==> src/rtl/rv_pkg.sv <==
// Shared RISC-V front-end definitions.
// Contents:
//   XLEN           machine word width (32)
//   OPC_*          7-bit major opcodes used by fetch-side predecode
//   fetch_entry_t  65-bit FIFO payload {pred, pc, insn}
//   b_imm()        sign-extended B-type branch offset of an instruction word
package rv_pkg;

    localparam int XLEN = 32;

    localparam logic [6:0] OPC_RTYPE  = 7'b0110011;
    localparam logic [6:0] OPC_ITYPE  = 7'b0010011;
    localparam logic [6:0] OPC_LOAD   = 7'b0000011;
    localparam logic [6:0] OPC_STORE  = 7'b0100011;
    localparam logic [6:0] OPC_BRANCH = 7'b1100011;

    typedef struct packed {
        logic            pred;
        logic [XLEN-1:0] pc;
        logic [XLEN-1:0] insn;
    } fetch_entry_t;

    // Scattered B-type immediate: {imm[12], imm[11], imm[10:5], imm[4:1], 0}.
    function automatic logic [XLEN-1:0] b_imm(input logic [XLEN-1:0] insn);
        return {{19{insn[31]}}, insn[31], insn[7], insn[30:25], insn[11:8], 1'b0};
    endfunction

endpackage

==> src/rtl/instr_fetch_if.sv <==
// Bundle of the fetch unit's memory-side and decode-side signals.
// Memory side : imem_req, imem_addr (fetch -> memory), imem_rdata (memory -> fetch)
// Control     : redirect, redirect_pc (backend -> fetch)
// Decode side : instr, instr_pc, instr_valid, pred_taken (fetch -> decode),
//               instr_ready (decode -> fetch)
// modport master is the fetch unit; modport slave is everything around it.
interface instr_fetch_if;
    import rv_pkg::*;

    logic            imem_req;
    logic [XLEN-1:0] imem_addr;
    logic [XLEN-1:0] imem_rdata;
    logic            redirect;
    logic [XLEN-1:0] redirect_pc;
    logic [XLEN-1:0] instr;
    logic [XLEN-1:0] instr_pc;
    logic            instr_valid;
    logic            instr_ready;
    logic            pred_taken;

    modport master (
        output imem_req, imem_addr, instr, instr_pc, instr_valid, pred_taken,
        input  imem_rdata, redirect, redirect_pc, instr_ready
    );

    modport slave (
        input  imem_req, imem_addr, instr, instr_pc, instr_valid, pred_taken,
        output imem_rdata, redirect, redirect_pc, instr_ready
    );

endinterface

==> src/rtl/fetch_fifo.sv <==
// Synchronous FIFO of fetched words with single-cycle flush.
// Ports:
//   clk, rst   clock, synchronous active-high reset
//   flush      empties the FIFO; a pop in the same cycle is ignored
//   push       write push_data (caller guarantees space)
//   push_data  65-bit entry {pred, pc, insn}
//   pop        remove head (ignored when empty)
//   head       entry at the read pointer
//   count      number of valid entries, 0..DEPTH
module fetch_fifo
    import rv_pkg::*;
#(
    parameter int DEPTH = 4
) (
    input  logic                         clk,
    input  logic                         rst,
    input  logic                         flush,
    input  logic                         push,
    input  fetch_entry_t                 push_data,
    input  logic                         pop,
    output fetch_entry_t                 head,
    output logic [$clog2(DEPTH+1)-1:0]   count
);

    localparam int CNT_W = $clog2(DEPTH+1);
    localparam int PTR_W = (DEPTH > 1) ? $clog2(DEPTH) : 1;

    fetch_entry_t     mem [DEPTH];
    logic [PTR_W-1:0] rd_ptr;
    logic [PTR_W-1:0] wr_ptr;
    logic             do_pop;

    // Pointers wrap explicitly so non-power-of-two depths work.
    function automatic logic [PTR_W-1:0] bump(input logic [PTR_W-1:0] p);
        return (p == PTR_W'(DEPTH-1)) ? '0 : p + PTR_W'(1);
    endfunction

    assign do_pop = pop && (count != '0) && !flush;
    assign head   = mem[rd_ptr];

    always_ff @(posedge clk) begin
        if (rst || flush) begin
            rd_ptr <= '0;
            wr_ptr <= '0;
            count  <= '0;
        end else begin
            if (push)   wr_ptr <= bump(wr_ptr);
            if (do_pop) rd_ptr <= bump(rd_ptr);
            case ({push, do_pop})
                2'b10:   count <= count + CNT_W'(1);
                2'b01:   count <= count - CNT_W'(1);
                default: count <= count;
            endcase
        end
    end

    // Storage carries no reset; entries are only observed while count != 0.
    always_ff @(posedge clk) begin
        if (push) mem[wr_ptr] <= push_data;
    end

endmodule

==> src/rtl/instr_fetch.sv <==
// Instruction fetch front end: holds the PC, issues sequential requests to a
// 1-cycle-latency instruction memory, buffers returned words with their PC and
// hands them to decode over valid/ready. A redirect flushes everything.
// Optional build macro STATIC_BTFN_EN: predecode backward conditional branches
// as taken, steer the PC to the branch target and drop the wrong-path fetch.
// Ports:
//   clk, rst   clock, synchronous active-high reset
//   bus        instr_fetch_if.master (imem_*, redirect*, instr*, pred_taken)
module instr_fetch
    import rv_pkg::*;
#(
    parameter int              DEPTH    = 4,
    parameter logic [XLEN-1:0] RESET_PC = 32'h0000_0000
) (
    input  logic                 clk,
    input  logic                 rst,
    instr_fetch_if.master        bus
);

    localparam int               CNT_W    = $clog2(DEPTH+1);
    localparam logic [CNT_W:0]   FULL_LVL = DEPTH[CNT_W:0];

    logic [XLEN-1:0] pc;
    logic [XLEN-1:0] pc_next;
    logic [XLEN-1:0] inflight_pc;
    logic            inflight_v;
    logic            issue;
    logic            push;
    logic            pred_bit;
    logic [CNT_W-1:0] count;
    logic [CNT_W:0]  occupancy;
    fetch_entry_t    push_data;
    fetch_entry_t    head;
    logic            unused_rpc;

    // Same-cycle pop is not credited, so a request always has a free slot.
    assign occupancy = {1'b0, count} + {{CNT_W{1'b0}}, inflight_v};
    assign issue     = !rst && !bus.redirect && (occupancy < FULL_LVL);

`ifdef STATIC_BTFN_EN
    logic squash;
    logic predict;

    assign predict  = (bus.imem_rdata[6:0] == OPC_BRANCH) && bus.imem_rdata[31];
    assign push     = inflight_v && !squash && !rst && !bus.redirect;
    assign pred_bit = predict;
    assign bus.pred_taken = bus.instr_valid && head.pred;

    // The request issued alongside a predicted-taken push is wrong-path.
    always_ff @(posedge clk) begin
        if (rst || bus.redirect) squash <= 1'b0;
        else                     squash <= issue && push && predict;
    end

    always_comb begin
        pc_next = issue ? pc + 32'd4 : pc;
        if (push && predict) pc_next = inflight_pc + b_imm(bus.imem_rdata);
    end
`else
    logic unused_pred;

    assign push     = inflight_v && !rst && !bus.redirect;
    assign pred_bit = 1'b0;
    assign bus.pred_taken = 1'b0;
    assign unused_pred    = head.pred;

    always_comb begin
        pc_next = issue ? pc + 32'd4 : pc;
    end
`endif

    assign push_data = '{pred: pred_bit, pc: inflight_pc, insn: bus.imem_rdata};
    assign unused_rpc = ^bus.redirect_pc[1:0];

    // Request stage: PC and the single outstanding memory access.
    always_ff @(posedge clk) begin
        if (rst) begin
            pc         <= RESET_PC;
            inflight_v <= 1'b0;
        end else if (bus.redirect) begin
            pc         <= {bus.redirect_pc[XLEN-1:2], 2'b00};
            inflight_v <= 1'b0;
        end else begin
            pc         <= pc_next;
            inflight_v <= issue;
        end
    end

    always_ff @(posedge clk) begin
        if (issue) inflight_pc <= pc;
    end

    // Response stage: returned word joins the decode buffer.
    fetch_fifo #(.DEPTH(DEPTH)) u_fifo (
        .clk       (clk),
        .rst       (rst),
        .flush     (bus.redirect),
        .push      (push),
        .push_data (push_data),
        .pop       (bus.instr_valid && bus.instr_ready),
        .head      (head),
        .count     (count)
    );

    assign bus.imem_req    = issue;
    assign bus.imem_addr   = pc;
    assign bus.instr_valid = (count != '0) && !rst;
    assign bus.instr       = head.insn;
    assign bus.instr_pc    = head.pc;

endmodule
==> src/flat_wrapper.sv <==
// flat-port wrapper written by rule: the top's interface ports become plain ports
module instr_fetch_flat import rv_pkg::*;
#(
    parameter int              DEPTH    = 4,
    parameter logic [XLEN-1:0] RESET_PC = 32'h0000_0000
)
  (clk, rst, bus_imem_req, bus_imem_addr, bus_instr, bus_instr_pc, bus_instr_valid, bus_pred_taken, bus_imem_rdata, bus_redirect, bus_redirect_pc, bus_instr_ready);
  instr_fetch_if bus_i ();
  input  logic clk;
  input  logic rst;
  output wire logic [$bits(bus_i.imem_req)-1:0] bus_imem_req;
  output wire logic [$bits(bus_i.imem_addr)-1:0] bus_imem_addr;
  output wire logic [$bits(bus_i.instr)-1:0] bus_instr;
  output wire logic [$bits(bus_i.instr_pc)-1:0] bus_instr_pc;
  output wire logic [$bits(bus_i.instr_valid)-1:0] bus_instr_valid;
  output wire logic [$bits(bus_i.pred_taken)-1:0] bus_pred_taken;
  input wire logic [$bits(bus_i.imem_rdata)-1:0] bus_imem_rdata;
  input wire logic [$bits(bus_i.redirect)-1:0] bus_redirect;
  input wire logic [$bits(bus_i.redirect_pc)-1:0] bus_redirect_pc;
  input wire logic [$bits(bus_i.instr_ready)-1:0] bus_instr_ready;
  assign bus_imem_req = bus_i.imem_req;
  assign bus_imem_addr = bus_i.imem_addr;
  assign bus_instr = bus_i.instr;
  assign bus_instr_pc = bus_i.instr_pc;
  assign bus_instr_valid = bus_i.instr_valid;
  assign bus_pred_taken = bus_i.pred_taken;
  assign bus_i.imem_rdata = bus_imem_rdata;
  assign bus_i.redirect = bus_redirect;
  assign bus_i.redirect_pc = bus_redirect_pc;
  assign bus_i.instr_ready = bus_instr_ready;
  instr_fetch #(.DEPTH(DEPTH), .RESET_PC(RESET_PC)) u_core (.clk(clk), .rst(rst), .bus(bus_i));
endmodule
==> config.mk <==
export PLATFORM = sky130hd
export DESIGN_NAME = instr_fetch_flat
export DESIGN_NICKNAME = d
export VERILOG_FILES = /design/src/rtl/rv_pkg.sv /design/src/rtl/instr_fetch_if.sv /design/src/rtl/fetch_fifo.sv /design/src/rtl/instr_fetch.sv /design/src/flat_wrapper.sv
export SDC_FILE = /design/constraint.sdc
export NUM_CORES = 1
export LEC_CHECK = 0
export BUFFER_PORTS_ARGS = -buffer_cell sky130_fd_sc_hd__buf_2
export CAP_MARGIN = 20
export CORE_UTILIZATION = 30
export CTS_CLUSTER_SIZE = 40
export DETAILED_ROUTE_END_ITERATION = 12
export MAX_ROUTING_LAYER = met4
export PLACE_DENSITY = 0.46
export SYNTH_ARGS = -nofsm -noshare
export SYNTH_HDL_FRONTEND = slang
export SYNTH_SLANG_ARGS = --single-unit
==> constraint.sdc <==
create_clock -name clk -period 7.38 [get_ports clk]
set_clock_uncertainty 0.1 [all_clocks]
set_input_delay 1.845 -clock clk [delete_from_list [all_inputs] [get_ports clk]]
set_output_delay 1.845 -clock clk [all_outputs]
set_load 0.02 [all_outputs]
* Word level (Yosys, flattened, before mapping)
Memories as Yosys holds them, arrays and structs flattened. A register that Yosys moved wholly into a read port is not among the register bits.
Index checks and enable logic that the tools add are counted.
** Cells by class
- Add/sub/neg operators :: 6
- Order comparisons :: 1
- Equal/unequal tests :: 4
- Muxes and demuxes :: 9
- Reduce and logical (&&, ||, !) cells :: 15
** Operators by type and width (number)
- 2-to-1 mux 32 bit :: 2
- adder 32 x 3 -> 32 bit, second input constant :: 1
- logical AND 1 bit :: 8
- 2-to-1 mux 2 bit :: 4
- == test 2 bit, second input constant :: 3
- case mux 3 bit (2 select lines) :: 1
- adder 2 x 1 -> 2 bit, second input constant :: 2
- adder 3 x 1 -> 4 bit :: 1
- less-than comparator 4 x 3 -> 1 bit, second input constant :: 1
- nonzero test 2 bit :: 2
- adder 3 x 1 -> 3 bit, second input constant :: 1
- nonzero test 3 bit :: 1
- subtractor 3 x 1 -> 3 bit, second input constant :: 1
- == test 2 x 1 -> 1 bit, second input constant :: 1
- logical NOT 1 bit :: 2
- 2-to-1 mux 1 bit :: 2
- OR reduction 2 bit :: 1
- logical OR 1 bit :: 1
** Word-level totals
- Register bits :: 72
- Bits in writable memories :: 256
- Bits of input ports :: 68
- Output and inout port bits :: 99
- Logic and storage cells :: 43
- Memories :: 1
** Memory list
- u_core.u_fifo.mem :: words 4, width 64, read ports 1, clocked after Yosys merged registers in 1, wr ports 1, RTL line fetch_fifo.sv:28 : fetch_entry_t mem [DEPTH];

* Logic depth before layout (Yosys ltp)
- Depth in word-level cells :: 7
- Mapped depth :: 11

* Hierarchy
From an unflattened synthesis, not the netlist that was laid out.
** Second synthesis, totals
- Cells, all modules :: 685
- Area total of the unflattened synthesis :: 12881.1 um^2
** By module, submodules not included
- fetch_fifo :: instances 1, cells an instance 387, area an instance 9879.5 um^2, sequential area each 7987.7 um^2
- instr_fetch :: instances 1, cells an instance 298, area an instance 3001.6 um^2, sequential area each 1521.5 um^2

* Worst setup path after synthesis
OpenSTA, ideal clock, no wires.
- Kind :: input port to output port
- Start point :: input bus_redirect
- End point :: output bus_imem_req
- Arrival time :: 3.017 ns
- Setup slack :: 2.418 ns
- Cell stages on the path :: 5
- Path buffers :: 2
- Cell sequence :: buf_2 > clkinv_1 > nand3_1 > inv_1 > buf_2
** On the way
- Longest elaborated chain between the ends :: 3
** Ends and longest elaborated chain
- start: declaration :: RTL line flat_wrapper.sv:18 : input wire logic [$bits(bus_i.redirect)-1:0] bus_redirect;
- logical NOT 1 bit :: RTL line instr_fetch.sv:38 : assign issue = !rst && !bus.redirect && (occupancy < FULL_LVL);
- logical AND 1 bit (2 in a row) :: RTL line instr_fetch.sv:38
- end: declaration :: RTL line flat_wrapper.sv:11 : output wire logic [$bits(bus_i.imem_req)-1:0] bus_imem_req;
No other way between the ends.

* Worst setup path in the final report
- Start point :: input rst
- End point :: output bus_imem_req
** On the way
- Longest elaborated chain between the ends :: 3
** Ends and longest elaborated chain
- start: declaration :: RTL line flat_wrapper.sv:10 : input logic rst;
- logical NOT 1 bit :: RTL line instr_fetch.sv:38
- logical AND 1 bit (2 in a row) :: RTL line instr_fetch.sv:38
No other way between the ends.

==> flow_summary.yaml <==
drt:
  drtAntennaViolNets: 0
  wl_mm: 27.1
  dr_total_vias: 6441
  drtPass1Iterations: 4
  drt-initial-drc-count: 318
  via_per_inst: 4.71
  route.detailed.drc: 0
  post_drt_wl_per_cell_um: 19.8
min_path:
  hold-path-endpoint: "u_core.u_fifo.mem[1][53]$_DFFE_PP_"
  min_path_type: "reg -> reg"
  worstHoldStart: "u_core.inflight_pc[21]$_DFFE_PP_"
  hold_depth: 0
worst_setup_path:
  critPathLaunchType: "input pin"
  worstPathMaxFanout: 29
  r2r_start: "u_core.bus.imem_addr[2]$_SDFFE_PP0P_"
  cp.arrival_ns: 3.14
  required_ns: 5.43
  regToRegEndpoint: "u_core.bus.imem_addr[22]$_SDFFE_PP0P_"
  rrSetupSlack_ns: 4.92
  crit_type: "in -> out"
  cp-end-kind: "output pin"
  worstRegToRegCells: 6
layout:
  synthToLayoutAreaGrowth_pct: 21.0
  final_common_cell: "edfxtp_1"
  antenna_cells: 0
  mostFrequentLayoutCells: "edfxtp_1 (278), buf_2 (159), mux4_2 (62)"
  nets: 889
  fin_util_pct: 36.8
  drive_gt1_share_pct: 35.9
synthesis:
  yosys.area.top_type_share_pct: 69.1
  synth_ff_type: "edfxtp_1"
  ys_ff_latch: 318
  yosys.area.top_type: "edfxtp_1"
  synth-seq-area-share_pct: 75.7
  synth_edf_count: 278
  synth_cell_types: 55
  syn_inst: 633
  synthesis.area_mm2: 0.0121
  synth_area_leaders: "edfxtp_1 (69%), mux4_2 (12%), dfxtp_1 (6.6%), nand2_1 (1.1%), nand3_1 (0.87%)"
  syn_area_per_cell_um2: 19.1
  yosys_warnings: 0
  synth-async-reset-ratio_pct: 0
power_and_ir_drop:
  vdd_drop_max_uv: 113
  p_switching_mw: 0.851
  p_seq_share_pct: 51.9
  cell_internal_pwr_mw: 3.02
  p_leak_nw: 4.89
  power_frac_clock_pct: 44.9
  p_per_area_mw_per_mm2: 265
  p_comb_share_pct: 3.2
  swShare_pct: 22.0
floorplan:
  die_height_um: 203
  die_area_mm2: 0.0411
  start_util_pct: 30.4
  core_area_mm2: 0.0397
  dieWidth_um: 203
  rows: 73
  num_io_pins: 167
flow_run:
  maxCapViolations: 0
placed_design:
  dpl.hpwl_mm: 16.2
  port_buffers: 159
  gp_congestion: 0.765
sta:
  tns_ns: 0
  rsz0062_at_grt: "no"
  min_period_ns: 5.09
  worst_pin_slew_ns: 1.07
  setup_viol: 0
  slew_violations: 0
  hold_violations: 0
  fmax_ghz: 0.197
  worst_slew_margin_rel_pct: 28.4
  finalCritPeriodShare_pct: 68.9
clock_tree:
  cts_tree: "built"
  insertion_delay_ns: 0.54
  clock-sinks: 318
  htreeDepth: 2
  post_cts_buffers: 0
  cts_buffers: 37
  path_clk_slew_ns: 0.05
  cts_resized: 0
  cts-root-buf: "clkbuf_16"
  cts_buffer_depth: 3
  ctsHoldBuffers: 0
global_routing:
  grt_pass1_vias: 6697
  grt_pass1_wl_mm: 41.1
  grt_max_degree: 63
  track_usage_pct: 13.8
  overflow: 0
  antenna_found_initial: 0
outcome:
  status: "finished clean"
[power by group through the flow]
| stage | logic, mW | registers (mW) | clock network (mW) |
|---|---|---|---|
| after floorplan | 0.0595 | 2.05 | 0 |
| after global placement | 0.124 | 2.05 | 0 |
| after detailed placement | 0.125 | 2.05 | 0 |
| after CTS | 0.125 | 2.01 | 1.80 |
| after global routing | 0.134 | 2.01 | 1.86 |
| final | 0.123 | 2.01 | 1.74 |
[critical path, cell delays in order]
cell and delay (ns):
buf_2 0.48, nor2_1 0.11, nand3_1 0.11, buf_4 0.29
clkinv_1 0.13, buf_2 0.17
[registers in the layout, indices dropped and copies added (netlist names), named ones only]
register / count
u_core.inflight_v: 1
u_core.u_fifo.wr_ptr: 2
u_core.inflight_pc: 30
u_core.u_fifo.mem: 248
u_core.u_fifo.rd_ptr: 2
u_core.bus.imem_addr: 30
u_core.u_fifo.count: 3
[per-layer routing]
metal | wire, µm | track usage, % | up-vias
li1 | - | - | 2939
met1 | 12600 | 18.3 | 3266
met2 | 12500 | 20.8 | 187
met3 | 1490 | 3.47 | 49
met4 | 546 | 4.24 | 0
met5 | 0 | - | -
[layout make-up]
type | count | area (µm²)
Clock buffer | 40 | 937
Clock inverter | 28 | 219
Fill cell | 3772 | 25100
Inverter | 12 | 45.0
Multi-Input combinational cell | 277 | 2750
Sequential cell | 318 | 9160
Tap cell | 525 | 657
Timing Repair Buffer | 167 | 856
[how the worst max path moves through the flow]
stage                  from  cells past startpoint            to
3_3_place_gp            rst                      6  bus_imem_req
3_5_place_dp            rst                      6  bus_imem_req
2_1_floorplan  bus_redirect                      5  bus_imem_req
5_1_grt                 rst                      6  bus_imem_req
4_1_cts                 rst                      6  bus_imem_req
6_report                rst                      6  bus_imem_req
[cells in the mapped netlist, types with 4 or more instances]
library cell,n
edfxtp_1,278
o21ai_0,6
inv_1,11
buf_4,5
dfxtp_1,40
nor3_1,5
or3_1,4
a31oi_1,7
mux4_2,62
nand3_1,21
mux2i_1,4
and3_1,8
nand4_1,12
o311ai_0,5
clkbuf_1,12
ha_1,7
a32oi_1,4
nand2_1,34
nor2_1,28
a21oi_1,19
buf_2,8
mux2_2,5
[logic make-up (layout without fill, tap and decap cells)]
logic type,after synthesis,count (layout),synth area share [%]
AOI/OAI and AO/OA,57,57,3.13
and+or+nand+nor,130,130,5.59
DFF,318,318,75.7
other,1,5,0.0310
xor gates and xnor gates,5,5,0.362
muxes,72,72,12.4
buffers and inverters,42,247,1.85
adders and majority gates,8,8,0.890
[metrics by stage]
stage	power [mW]	instances	instance area, µm²	hold WS, ns	setup WS [ns]
global placement	2.17	1299	13500	0.371	2.26
global route	4.01	1367	14600	0.422	2.23
finish	3.87	1367	14600	0.400	2.29
floorplan	2.11	637	12100	0.359	2.42
CTS	3.94	1367	14600	0.403	2.30
detailed placement	2.17	1299	13500	0.392	2.30
No activity file was read; power rests on OpenSTA's default activity.
